File: src/rtl/spi_peripheral_pkg.sv
// spi_peripheral_pkg: state encoding and width constants shared by the SPI peripheral files.
package spi_peripheral_pkg;
  localparam int BYTE_W = 8;
  localparam int CNT_W = 3;
  typedef enum logic {IDLE, ACTIVE} state_t;
endpackage

File: src/rtl/spi_peripheral_sync.sv
// spi_peripheral_sync: two-flop synchronizer for one SPI pin, with an optional third stage for edge detection.
module spi_peripheral_sync
  import spi_peripheral_pkg::*;
#(
  parameter logic RST_VAL = 1'b0,
  parameter bit EDGE = 1'b1
) (
  input  logic clock,
  input  logic reset_n,
  input  logic d,
  output logic q,
  output logic rise,
  output logic fall
);
  logic [1:0] s;
  always_ff @(posedge clock or negedge reset_n)
    if (!reset_n) s <= {2{RST_VAL}};
    else s <= {s[0], d};
  assign q = s[1];
  if (EDGE) begin : g_edge
    logic p;
    always_ff @(posedge clock or negedge reset_n)
      if (!reset_n) p <= RST_VAL;
      else p <= s[1];
    assign rise = s[1] & ~p;
    assign fall = ~s[1] & p;
  end else begin : g_level
    assign rise = 1'b0;
    assign fall = 1'b0;
  end
endmodule

File: src/rtl/spi_peripheral.sv
// spi_peripheral: oversampled SPI peripheral with byte-wide rx/tx handshakes.
// Define SPI_PERIPHERAL_OVERRUN_EN to keep the old byte on overrun and flag it on rx_overrun.
module spi_peripheral
  import spi_peripheral_pkg::*;
#(
  parameter bit CPOL = 1'b0,
  parameter bit CPHA = 1'b0,
  parameter logic [BYTE_W-1:0] IDLE_BYTE = 8'hFF
) (
  input  logic              clock,
  input  logic              reset_n,
  input  logic              sclk,
  input  logic              pico,
  input  logic              cs,
  output logic              poci,
  output logic              poci_oe,
  output logic [BYTE_W-1:0] rx_data,
  output logic              rx_valid,
  input  logic              rx_ready,
  input  logic [BYTE_W-1:0] tx_data,
  input  logic              tx_valid,
  output logic              tx_ready,
  output logic              busy
`ifdef SPI_PERIPHERAL_OVERRUN_EN
  ,
  output logic              rx_overrun,
  input  logic              rx_overrun_clear
`endif
);
  logic sclk_s, sclk_rise, sclk_fall, cs_s, cs_rise, cs_fall, pico_s, pico_rise, pico_fall;
  spi_peripheral_sync #(.RST_VAL(CPOL), .EDGE(1'b1)) u_sclk (
    .clock(clock), .reset_n(reset_n), .d(sclk), .q(sclk_s), .rise(sclk_rise), .fall(sclk_fall)
  );
  spi_peripheral_sync #(.RST_VAL(1'b1), .EDGE(1'b1)) u_cs (
    .clock(clock), .reset_n(reset_n), .d(cs), .q(cs_s), .rise(cs_rise), .fall(cs_fall)
  );
  spi_peripheral_sync #(.RST_VAL(1'b0), .EDGE(1'b0)) u_pico (
    .clock(clock), .reset_n(reset_n), .d(pico), .q(pico_s), .rise(pico_rise), .fall(pico_fall)
  );
  logic unused_sync;
  assign unused_sync = ^{sclk_s, pico_rise, pico_fall};
  state_t state, state_n;
  logic [CNT_W-1:0] bit_cnt;
  logic [BYTE_W-1:0] tx_sr, rx_sr, tx_hold, rx_byte;
  logic [1:0] flush;
  logic tx_full, armed, start, lead, trail, sample, shift, byte_done, load, tx_take;
  // A cs already low when reset releases must not start a transfer: arm only after cs is seen high.
  always_comb begin
    start = (state == IDLE) && cs_fall && armed;
    lead = CPOL ? sclk_fall : sclk_rise;
    trail = CPOL ? sclk_rise : sclk_fall;
    sample = (state == ACTIVE) && (CPHA ? trail : lead);
    shift = (state == ACTIVE) && (CPHA ? lead : trail) && (bit_cnt != '0);
    byte_done = sample && (bit_cnt == CNT_W'(BYTE_W - 1));
    load = start || byte_done;
    state_n = (state == IDLE) ? (start ? ACTIVE : IDLE) : (cs_rise ? IDLE : ACTIVE);
  end
  assign tx_ready = !tx_full;
  assign tx_take = tx_valid && tx_ready;
  assign rx_byte = {rx_sr[BYTE_W-2:0], pico_s};
  assign busy = (state == ACTIVE);
  assign poci_oe = busy;
  assign poci = busy & tx_sr[BYTE_W-1];
  always_ff @(posedge clock or negedge reset_n)
    if (!reset_n) state <= IDLE;
    else state <= state_n;
  // The first shift edge after a load is skipped so the freshly loaded MSB is not lost.
  always_ff @(posedge clock or negedge reset_n)
    if (!reset_n) begin
      bit_cnt <= '0;
      tx_sr <= '0;
      rx_sr <= '0;
      tx_hold <= '0;
      tx_full <= 1'b0;
      flush <= '0;
      armed <= 1'b0;
    end else begin
      flush <= {flush[0], 1'b1};
      armed <= armed | (flush[1] & cs_s);
      bit_cnt <= load ? '0 : sample ? bit_cnt + 1'b1 : bit_cnt;
      rx_sr <= sample ? rx_byte : rx_sr;
      tx_sr <= load ? (tx_full ? tx_hold : tx_take ? tx_data : IDLE_BYTE)
             : shift ? {tx_sr[BYTE_W-2:0], 1'b0} : tx_sr;
      tx_hold <= tx_take ? tx_data : tx_hold;
      tx_full <= load ? 1'b0 : tx_take ? 1'b1 : tx_full;
    end
`ifdef SPI_PERIPHERAL_OVERRUN_EN
  logic overrun, rx_accept;
  assign overrun = byte_done && rx_valid && !rx_ready;
  assign rx_accept = byte_done && !overrun;
  always_ff @(posedge clock or negedge reset_n)
    if (!reset_n) begin
      rx_data <= '0;
      rx_valid <= 1'b0;
      rx_overrun <= 1'b0;
    end else begin
      rx_data <= rx_accept ? rx_byte : rx_data;
      rx_valid <= rx_accept || (rx_valid && !rx_ready);
      rx_overrun <= overrun || (rx_overrun && !rx_overrun_clear);
    end
`else
  always_ff @(posedge clock or negedge reset_n)
    if (!reset_n) begin
      rx_data <= '0;
      rx_valid <= 1'b0;
    end else begin
      rx_data <= byte_done ? rx_byte : rx_data;
      rx_valid <= byte_done || (rx_valid && !rx_ready);
    end
`endif
endmodule

File: config.mk
export PLATFORM = sky130hd
export DESIGN_NAME = spi_peripheral
export DESIGN_NICKNAME = d
export VERILOG_FILES = /design/src/rtl/spi_peripheral_pkg.sv /design/src/rtl/spi_peripheral_sync.sv /design/src/rtl/spi_peripheral.sv
export SDC_FILE = /design/constraint.sdc
export NUM_CORES = 1
export LEC_CHECK = 0
export ABC_CLOCK_PERIOD_IN_PS = 1800
export CAP_MARGIN = 0
export CORE_MARGIN = 2
export CORE_UTILIZATION = 50
export DETAILED_ROUTE_END_ITERATION = 10
export DONT_BUFFER_PORTS = 1
export GPL_TIMING_DRIVEN = 0
export SKIP_CTS_REPAIR_TIMING = 1
export SLEW_MARGIN = 5
export SYNTH_ARGS = -nofsm -noshare
export SYNTH_HDL_FRONTEND = slang
export SYNTH_SLANG_ARGS = --single-unit
export TNS_END_PERCENT = 100
File: constraint.sdc
create_clock -name clock -period 1.8 [get_ports clock]
set_input_delay 0.09 -clock clock [delete_from_list [all_inputs] [get_ports clock]]
set_output_delay 0.09 -clock clock [all_outputs]
set_load 0.005 [all_outputs]
==> flow_summary.ini, run 1 <==
[logic_synthesis]
syn_nets = 187
synth_top_area_cell = dfrtp_1
synth_area_um2 = 2040
yosysSeqAreaShare_pct = 59.2
synth_top_area_share_pct = 55.3
syn-instance-count = 169
ys_types = 40
yosys-top-cells-area = dfrtp_1 (55%), mux2_2 (8.3%), nand2_1 (5.3%), dfstp_2 (3.9%), ha_1 (1.8%)
synth_seq_cells = 48
ys_warn_count = 0
syn_area_per_cell_um2 = 12.0

[route]
routed_wirelength_um = 3850
wl_per_cell_um = 15.9
drc = 0
antenna_left = 0
drtIter0Drc = 70
vias = 1320
first_pass_iters = 4
via_per_inst = 5.45

[clock_network]
cts_tree = built
cts-root-buf = clkbuf_8
cts_buffers = 5
clockBufferDepth = 2
cts_max_level = 2
insertion_delay_ps = 300
clock_sinks = 48
clkSlewWorstSetupHoldPaths_ps = 80

[setup_path]
required_ps = 1970
path_class = reg -> reg
crit_path_end_kind = register
cp.arrival_ps = 1870
startpoint = bit_cnt[0]
cp_max_fo = 10
start_kind = register
timing.rr.start = bit_cnt[0]

[grt]
grt_overflow = 0
grt_first_pass_wirelength_um = 6070
antenna_found_initial = 0
grt_usage_pct = 18.6
grt_max_degree = 49
grt_pass1_vias = 1318

[outcome]
status = finished clean

[timing]
timing.fmax_mhz = 587
setup_viol = 0
rsz0062_at_grt = no
drv_slew = 0
tns_ps = 0
finalClockSkew_ps = 6.22
post-route-period-util_pct = 94.6
final_hold_viol_count = 0
period_needed_ps = 1700

[floorplanning]
coreArea_um2 = 3970
dieArea_um2 = 4600
die_width_um = 67.8
num_io_pins = 28
fp.dieH_um = 67.8
fp-row-count = 23
initial_core_util_pct = 51.3

[power]
power_frac_comb_pct = 19.5
p_int_mw = 2.12
ir_drop_uv = 707
p_sw_mw = 0.760
p_seq_share_pct = 51.6
total_power_mw = 2.88
power.density_nw_per_um2 = 1200
switching_share_pct = 26.4
power.leakage_nw = 1.08
clkPwrFrac_pct = 28.9

[placement]
gp_congestion = 0.812
portBuffers = 0
dp.cells = 219
hpwl_um = 2640

[layout]
final_common_cell = dfrtp_1
area_delta_synth_final_pct = 17.6
layout_common_cells = dfrtp_1 (45), nand2_1 (29), mux2_2 (15)
final_nets = 209
fin_cells = 242
drive_above_1_share_pct = 20.8
n_antenna_cell = 0

[hold_path]
hp-class = in -> reg
hold_path_startpoint = tx_data[2]

[flow_run]
maxCapViolations = 0
-- kinds of logic (layout without fill, tap and decap cells) --
family | count (synthesis) | after routing | share of synthesized area (%)
AND/OR/NAND/NOR | 59 | 59 | 16.5
buffers and inverters | 16 | 39 | 3.69
adder cells (fa/ha/maj) | 3 | 3 | 1.84
flip-flops | 48 | 48 | 59.2
multiplexers | 15 | 15 | 8.30
other | 1 | 1 | 0.184
AO/OA/AOI/OAI | 27 | 27 | 10.3
-- power by group through the flow --
stage | Combinational, mW | Clock, mW | Sequential, mW
4_1_cts | 0.517 | 0.847 | 1.49
6_report | 0.562 | 0.834 | 1.49
5_1_grt | 0.639 | 0.901 | 1.53
2_1_floorplan | 0.427 | 0 | 1.46
3_3_place_gp | 0.482 | 0 | 1.49
3_5_place_dp | 0.517 | 0 | 1.51
-- routing by layer --
layer  GRT usage (%)  wire, um
met5               0         0
met4            9.75        79
met3            3.67       142
met2            32.8      2000
met1            21.1      1630
-- critical path, cell delays in order (launching register included) --
cell	delay, ps
dfrtp_1	410
ha_1	210
ha_1	230
and4b_1	220
buf_4	180
nor2_4	180
o221ai_1	140
-- final cells by class --
cell class,count,area [um^2]
buffer,6,40.0
clock buffer,7,96.3
clock inverter,1,30.0
fill,339,1580
inverter,10,37.5
multi-input combinational,105,756
sequential,48,1200
tap,50,62.6
timing repair buffer,15,168
-- registers in the layout, indices dropped and copies added, names as in the netlist --
| register | count |
|---|---|
| armed | 1 |
| bit_cnt | 3 |
| busy | 1 |
| flush | 2 |
| rx_data | 8 |
| rx_sr | 7 |
| rx_valid | 1 |
| tx_full | 1 |
| tx_hold | 8 |
| tx_sr | 8 |
| u_cs.g_edge.p | 1 |
| u_cs.s | 2 |
| u_pico.s | 2 |
| u_sclk.g_edge.p | 1 |
| u_sclk.s | 2 |
-- metrics by stage --
step	cell area [um^2]	worst slack (ps)	hold WS [ps]	util, %
final	2390	96.9	38.3	60.3
after global routing	2390	18.8	49.2	60.3
after CTS	2220	48.5	-533	56.0
after detailed placement	2100	61.3	-205	52.8
after global placement	2100	87.9	-204	52.8
after floorplan	2040	271	-206	-
-- cells in the mapped netlist --
cell type	instances
buf_2	3
nor2_4	1
inv_2	1
nand2_1	29
and4bb_2	1
nand2b_1	4
dfrtp_1	45
a21oi_1	4
buf_4	3
o22ai_1	6
a31oi_1	3
a22oi_1	1
a21o_1	1
and2_1	1
nand4_1	6
nand2b_2	1
or3_1	1
and2b_1	1
o21ai_0	2
nor4_1	1
nand4bb_2	1
nor2_1	2
inv_1	9
dfstp_2	3
conb_1	1
a22oi_2	1
nor2b_1	2
o311ai_4	1
or3b_1	4
nand3b_1	1
mux2_2	15
nor3b_1	1
o221ai_1	3
o31ai_1	2
nand4b_1	1
o31a_1	1
o22a_1	1
and4b_1	1
o221a_1	1
ha_1	3
-- final timing paths --
path	slack [ps]	endpoint	cells after the start
worst max-delay path	100	tx_sr[5]	6
worst min-delay path	40	tx_sr[2]	2
worst max register to register	100	tx_sr[5]	6
worst min register to register	350	u_pico.s[1]	0
max in group asynchronous	1230	u_cs.s[0]	2
min in group asynchronous	300	tx_hold[4]	2
Note: power is estimated with default switching activity, not from simulation.
==> run 2: changes to the inputs <==
Settings changed: ABC_CLOCK_PERIOD_IN_PS 1800 to 1830, CELL_PAD_IN_SITES_DETAIL_PLACEMENT from default to 0, CELL_PAD_IN_SITES_GLOBAL_PLACEMENT from default to 1, CORE_UTILIZATION 50 to 49, PLACE_DENSITY_LB_ADDON from default to 0.05.
Clock period 1.8 ns to 1.83 ns, I/O delays scaled along.
==> run 2 against run 1 <==
Final cell count up 0.41%. Setup slack better by 43 ps. Cell area unchanged. Core utilization down 0.43 points. Maximum frequency up 0.80%. Critical endpoint unchanged. Largest power group unchanged. Highest routed layer unchanged.
==> flow_summary.ini, run 2 (same netlist as run 1, synthesis figures left out) <==
[grt]
grt_overflow = 0
grt_max_degree = 49
antenna_found_initial = 0
grt_usage_pct = 18.1
grt_first_pass_wirelength_um = 6090
grt_pass1_vias = 1294

[timing]
setup_viol = 0
final_hold_viol_count = 0
tns_ps = 0
drv_slew = 0
timing.fmax_mhz = 592
rsz0062_at_grt = no
post-route-period-util_pct = 92.3
timing.hold.ws_ps = 19.5
finalClockSkew_ps = 8.94
period_needed_ps = 1690

[setup_path]
required_ps = 2000
path_class = reg -> reg
cp_max_fo = 10
cp.arrival_ps = 1860
crit_path_end_kind = register
start_kind = register

[layout]
n_antenna_cell = 0
area_delta_synth_final_pct = 17.6
top_regs = rx_data x8, tx_hold x8, tx_sr x8
utilization_pct = 59.9
final_common_cell = dfrtp_1
final_nets = 210
drive_above_1_share_pct = 21.2
layout_common_cells = dfrtp_1 (45), nand2_1 (29), mux2_2 (15)
fillers = 328

[floorplanning]
die_width_um = 68.5
num_io_pins = 28
coreArea_um2 = 4000
initial_core_util_pct = 50.9
dieArea_um2 = 4690
fp-row-count = 23
fp.dieH_um = 68.5

[power]
p_seq_share_pct = 51.9
power.density_nw_per_um2 = 1170
switching_share_pct = 27.0
ir_drop_uv = 584
p_sw_mw = 0.760
p_int_mw = 2.05
power_frac_comb_pct = 19.7
clkPwrFrac_pct = 28.5
power.leakage_nw = 1.08

[clock_network]
cts_max_level = 2
clock_sinks = 48
cts_buffers = 5
clockBufferDepth = 2
cts_tree = built
cts-root-buf = clkbuf_8
insertion_delay_ps = 300
clkSlewWorstSetupHoldPaths_ps = 90

[route]
vias = 1327
via_per_inst = 5.46
drtIter0Drc = 67
first_pass_iters = 4
drc = 0
routed_wirelength_um = 3800
antenna_left = 0
wl_per_cell_um = 15.6

[placement]
portBuffers = 0
gp_congestion = 0.835
hpwl_um = 2550

[outcome]
status = finished clean

[hold_path]
hp-class = in -> reg

[flow_run]
maxCapViolations = 0
[run 2: power by group through the flow]
stage	clock [mW]	sequential [mW]	combinational, mW
floorplan	0	1.43	0.420
global placement	0	1.47	0.482
detailed placement	0	1.48	0.497
CTS	0.820	1.46	0.499
global route	0.873	1.49	0.621
finish	0.800	1.46	0.552
[run 2: per-stage QoR]
step	cell area [um^2]	setup slack, ps	instances	total power, mW
detailed placement	2100	90.8	219	1.98
finish	2390	140	243	2.81
CTS	2220	79.0	227	2.78
global placement	2100	112	219	1.95
global route	2390	3.40	243	2.99
floorplan	2040	301	169	1.85
[run 2: layout make-up]
class	count	area, um^2	area share, %
Buffer	6	37.5	1.57
Multi-Input combinational cell	105	756	31.6
Tap cell	50	62.6	2.61
Clock inverter	2	38.8	1.62
Clock buffer	6	82.6	3.45
Sequential cell	48	1200	50.3
Inverter	10	37.5	1.57
Timing Repair Buffer	16	175	7.31
[run 2: path summary, 6_finish.rpt]
| check | start | endpoint | slack (ps) | cells past startpoint |
|---|---|---|---|---|
| hold reg to reg | u_cs.s[0] | u_cs.s[1] | 360 | 0 |
| hold / removal | tx_data[0] | tx_sr[0] | 20 | 2 |
| min in group asynchronous | reset_n | rx_sr[4] | 290 | 2 |
| max in group asynchronous | reset_n | u_cs.s[1] | 1260 | 2 |
| setup / recovery | bit_cnt[0] | tx_sr[5] | 140 | 6 |
| setup reg to reg | bit_cnt[0] | tx_sr[5] | 140 | 6 |
[run 2: critical path: stages, from the launching register on]
cell and delay, ps:
dfrtp_1 420, ha_1 210, ha_1 230, and4b_1 220
buf_4 180, nor2_4 180, o221ai_1 130
[run 2: layer usage]
metal / vias up / global-route usage (%) / share of wire, %
met5: - / 0 / 0
met3: 4 / 6.09 / 3.9
met4: 0 / 4.50 / 0.66
met1: 658 / 24.8 / 48
met2: 25 / 27.6 / 48
li1: 640 / - / -
